[src/rtl/endec_frame_packer_pkg.sv]
// Shared definitions for the serial-symbol to decoder-frame packer.
package endec_frame_packer_pkg;

  localparam int unsigned FRAME_BITS_DEF = 276;
  localparam int unsigned MAX_CODE_RATE  = 3;

  // Encoding of i_code_rate
  localparam logic CODE_RATE_2 = 1'b0;
  localparam logic CODE_RATE_3 = 1'b1;

  typedef enum logic {
    FILL = 1'b0,
    HOLD = 1'b1
  } packer_state_e;

endpackage

[src/rtl/endec_frame_packer.sv]
// Packs 2- or 3-bit serial symbols LSB-first into one wide frame and holds it
// behind a valid/ready handshake until the Viterbi decoder takes it.
module endec_frame_packer
  import endec_frame_packer_pkg::*;
#(
  parameter int unsigned FRAME_BITS = FRAME_BITS_DEF,
  parameter int unsigned SYM_W      = MAX_CODE_RATE,
  parameter int unsigned CNT_W      = $clog2(FRAME_BITS / 2 + 1),
  parameter int unsigned LEN_W      = $clog2(FRAME_BITS + 1)
) (
  input  logic                  sys_clk,
  input  logic                  rst,
  input  logic                  i_code_rate,
  input  logic                  i_sym_valid,
  input  logic [SYM_W-1:0]      i_sym_data,
  output logic                  o_sym_ready,
  input  logic                  i_flush,
  output logic [FRAME_BITS-1:0] o_frame_data,
  output logic [LEN_W-1:0]      o_frame_len,
  output logic                  o_frame_valid,
  input  logic                  i_frame_ready
);

  packer_state_e         state_q, state_d;
  logic [CNT_W-1:0]      count_q, count_d;
  logic                  rate3_q, rate3_d;
  logic [FRAME_BITS-1:0] data_q, data_d;
  logic [LEN_W-1:0]      len_q, len_d;
  logic                  sym_ready_q, sym_ready_d;
  logic                  frame_valid_q, frame_valid_d;

  logic                  accept_c;
  logic                  rate3_c;
  logic [LEN_W-1:0]      n_c;
  logic [LEN_W-1:0]      off_c;
  logic [LEN_W-1:0]      fill_c;
  logic [SYM_W-1:0]      sym_c;

  // Next-state, symbol write and frame close logic
  always_comb begin
    state_d       = state_q;
    count_d       = count_q;
    rate3_d       = rate3_q;
    data_d        = data_q;
    len_d         = len_q;
    fill_c        = '0;

    accept_c = i_sym_valid && sym_ready_q;
    // Rate is taken live only for the first symbol of a frame, latched after
    rate3_c  = (count_q == '0) ? (i_code_rate != CODE_RATE_2) : rate3_q;
    n_c      = rate3_c ? LEN_W'(3) : LEN_W'(2);
    off_c    = LEN_W'(count_q) * n_c;
    sym_c    = i_sym_data & (rate3_c ? SYM_W'(7) : SYM_W'(3));

    case (state_q)
      FILL: begin
        if (accept_c) begin
          rate3_d = rate3_c;
          count_d = count_q + CNT_W'(1);
          data_d  = data_q | (FRAME_BITS'(sym_c) << off_c);
        end
        fill_c = LEN_W'(count_d) * n_c;
        if ((fill_c == LEN_W'(FRAME_BITS)) || (i_flush && (count_d != '0))) begin
          state_d = HOLD;
          len_d   = fill_c;
        end
      end
      HOLD: begin
        if (i_frame_ready) begin
          state_d = FILL;
          count_d = '0;
          data_d  = '0;
          len_d   = '0;
        end
      end
      default: begin
        state_d = FILL;
      end
    endcase

    sym_ready_d   = (state_d == FILL);
    frame_valid_d = (state_d == HOLD);
  end

  always_ff @(posedge sys_clk) begin
    if (rst) begin
      state_q       <= FILL;
      count_q       <= '0;
      rate3_q       <= 1'b0;
      data_q        <= '0;
      len_q         <= '0;
      sym_ready_q   <= 1'b0;
      frame_valid_q <= 1'b0;
    end else begin
      state_q       <= state_d;
      count_q       <= count_d;
      rate3_q       <= rate3_d;
      data_q        <= data_d;
      len_q         <= len_d;
      sym_ready_q   <= sym_ready_d;
      frame_valid_q <= frame_valid_d;
    end
  end

  assign o_sym_ready   = sym_ready_q;
  assign o_frame_valid = frame_valid_q;
  assign o_frame_data  = data_q;
  assign o_frame_len   = len_q;

endmodule

[config.mk]
export PLATFORM = sky130hd
export DESIGN_NAME = endec_frame_packer
export DESIGN_NICKNAME = d
export VERILOG_FILES = /design/src/rtl/endec_frame_packer_pkg.sv /design/src/rtl/endec_frame_packer.sv
export SDC_FILE = /design/constraint.sdc
export NUM_CORES = 1
export LEC_CHECK = 0
export CAP_MARGIN = 20
export CORE_MARGIN = 5
export CORE_UTILIZATION = 48
export DETAILED_ROUTE_END_ITERATION = 16
export HOLD_SLACK_MARGIN = 0.1
export PLACE_DENSITY_LB_ADDON = 0.15
export SETUP_SLACK_MARGIN = 0.3
export SYNTH_ARGS = -nofsm -noshare
export SYNTH_HDL_FRONTEND = slang
export SYNTH_SLANG_ARGS = --single-unit
[constraint.sdc]
create_clock -name sys_clk -period 7.9 [get_ports sys_clk]
set_clock_uncertainty 0.15 [all_clocks]
set_input_delay 1.185 -clock sys_clk [delete_from_list [all_inputs] [get_ports sys_clk]]
set_output_delay 1.185 -clock sys_clk [all_outputs]
set_load 0.005 [all_outputs]
==> summary.txt <==
Floorplanning
  – Initial Utilization: 0.482
  – Io pins: 296
  – DIE WIDTH: approximately 170 um
  – Row cnt: 57
  – Core footprint: 24100 um^2
  – Chip height: 166 um
  – Total die area: between 20000 and 30000 um^2

Global route
  – Pin count of the biggest net entering global routing: approximately 230
  – Vias in the first global route: 10100
  – Met3 Use GR: 0.0740
  – Initial antenna violation count: 0
  – Tot GR Track Use: 0.283
  – Met1 Track Usage GR: 0.383
  – Global routing usage on met2: 0.448
  – Overflow after GRT: 0
  – Grt peak-use layer: met2
  – First-pass GRT wire length: around 60000 um

STA
  – Final setup vio count: 0
  – Worst Tran Pin Value: 1140 ps
  – Final min period: 5480 ps
  – Fin crit share: 0.694
  – Total Neg Setup Slack: 0 ps
  – RSZ-0062 raised after global routing: no
  – Slew Viols, Final: 0
  – Fmax: 182 MHz
  – Relative slew slack: 0.241
  – Final number of hold-violating endpoints: 0

Clocking
  – Clock Tree Buf Depth: 3
  – Worst skew pair latency: 550 ps
  – Hold-fix buffers, CTS: 0
  – CTS sink cnt: a little under 300
  – CTS tree: built
  – CTS buffer count: 30
  – Clock Tree Root: clkbuf_16
  – Clk slew on worst S/H paths: 60 ps
  – Resized Gates After CTS: 0
  – H-tree depth: 1
  – Post CTS Setup Buffer Count: 0

Place
  – Port buffer count: 295
  – HPWL Detailed: 29100 um
  – Placed Area: ~15000 um^2
  – RePlAce Congestion: 0.966

Critical path
  – R2R cell count: 15
  – Critical path data arrival time: 5800 ps
  – CP Capture Type: register
  – FF-to-FF setup slack: around 2400 ps
  – Crit Path Class: register to register
  – Worst Path Max Fanout: 14
  – Crit start category: register
  – Critical path data required time: 8220 ps
  – Reg2reg end: o_frame_data[235]
  – Critical R2R Launch: count_q[0]

Synth
  – Post-synth EDFFs: 0
  – Syn_nets: 1250
  – Post-synth cell types: 77
  – Main area contributors after synthesis: dfxtp_1 51%, a32o_1 5.4%, nand2_1 5.2%
  – Synth Warn #: 0
  – Predominant post-synthesis flop cell: dfxtp_1
  – Count leader, synth: dfxtp_1
  – Mean post-synth cell area: 9.51 um^2
  – Yosys top cell by area: dfxtp_1
  – Cells after Synth: 1222
  – Post-Syn Area: 11600 um^2
  – Area share of the largest cell type after synthesis: 0.510
  – Seq/Total Area, Yosys: 0.510
  – Async SR Flop Fraction: 0
  – Yosys reg bits: 296
  – Commonest cells post-synth: 296 x dfxtp_1, 161 x nand2_1, 112 x nor2_1

Route
  – Residual DRC count: 0
  – Vias per inst: around 5.9
  – Vias: 10800
  – DR iter-0 viols: 1091
  – Final ANT Viol Nets: 0
  – Routed WL: 41100 um
  – DR pass1 iterations: 6
  – Post-DR wirelength/cell: 22.5 um

Hold path
  – Hold Crit Class: register to register
  – Hold Crit Start: o_frame_data[119]
  – Hold Path Stages: 2
  – Endpoint, Worst Hold: o_frame_data[119]

Run status
  – Status: completed

Final layout
  – Ant diodes: 0
  – Multi-input logic area: 5360 um^2
  – Sequential cell area: 5930 um^2
  – # nets final: 1512
  – Area grow syn2layout: 36.1%
  – Fin area: 15800 um^2
  – Fraction of layout cells with a size suffix above 1: 0.0710
  – Fillers: 2061

Power and ir drop
  – LEAKAGE: 0.00557 uW
  – Max VDD drop: 0.000161 V
  – Pwr dens: 189 nW/um^2

Flow run
  – Max-cap viol count: 0
-- report_power, final --
part	internal, uW	switching, uW	total (uW)
clock	761	581	1340
combinational	39.3	112	151
sequential	1500	4.63	1500
-- through the flow --
stage,std cells,power [uW],util,worst slack [ps],hold WS (ps)
final,1830,2990,0.656,2420,300
after global routing,1830,3090,0.656,2010,325
after CTS,1827,3000,0.654,2520,304
after detailed placement,1773,1680,0.615,2120,291
after global placement,1772,1680,0.615,2340,283
after floorplan,1222,1630,-,3670,292
-- flip-flops by register name, summed over array words and instances, names as in the netlist --
register / cells
o_frame_len: 9
o_sym_ready: 1
count_q: 8
rate3_q: 1
o_frame_valid: 1
o_frame_data: 276
-- cells in the final DEF, fill, tap and decap left out, types with 8 or more instances in the layout --
| cell type | instances |
|---|---|
| a21oi_1 | 21 |
| a22o_1 | 67 |
| a31oi_1 | 47 |
| a32o_1 | 63 |
| a41oi_1 | 9 |
| and2_1 | 20 |
| and3_1 | 8 |
| buf_4 | 17 |
| clkbuf_1 | 12 |
| clkbuf_16 | 30 |
| clkdlybuf4s50_1 | 295 |
| dfxtp_1 | 296 |
| ha_1 | 17 |
| inv_1 | 11 |
| nand2_1 | 161 |
| nand2b_1 | 14 |
| nand3_1 | 15 |
| nor2_1 | 112 |
| nor3_1 | 20 |
| o21ai_0 | 93 |
| xnor2_1 | 8 |
| xor2_1 | 11 |
-- metal layers --
metal	vias to the layer above	part of all wire
met3	96	0.11
met5	-	0
li1	4995	-
met1	5204	0.41
met2	502	0.45
met4	0	0.032
-- kinds of logic after synthesis --
kind of cell    count (synthesis)  share of synthesized area
compound gates                376                      0.242
simple gates                  405                      0.167
mux                             8                    0.00872
buf+inv                        98                     0.0344
flops                         296                      0.510
xor+xnor                       20                     0.0157
fa+ha+maj                      19                     0.0218
-- critical path, stage by stage, from the launching register on --
cell,delay (ps)
dfxtp_1,460
inv_1,220
ha_1,170
nor4b_4,290
a21bo_2,240
and2_1,270
nor2_1,70
ha_1,230
fa_1,490
a211oi_1,410
nor3_1,170
a211oi_1,580
nand2_1,220
nor2_1,910
nand2_1,250
o31ai_1,270
-- final cells by class --
cell class,instances,area share
Clock buffer,48,0.0556
Clock inverter,6,0.00388
Inverter,11,0.00261
Multi-Input combinational cell,828,0.339
Sequential cell,296,0.375
Tap cell,324,0.0256
Timing Repair Buffer,317,0.199
-- worst max-delay path by stage --
stage	start	endpoint	slack, ps	cells after the start
detailed placement	i_code_rate	o_frame_data[235]	2120	13
CTS	count_q[0]	o_frame_data[235]	2520	15
global route	count_q[0]	o_frame_data[235]	2010	15
global placement	i_code_rate	o_frame_data[235]	2340	13
floorplan	i_sym_valid	o_frame_len[8]	3670	14
finish	count_q[0]	o_frame_data[235]	2420	15
Power figures use the tool's default switching activity.
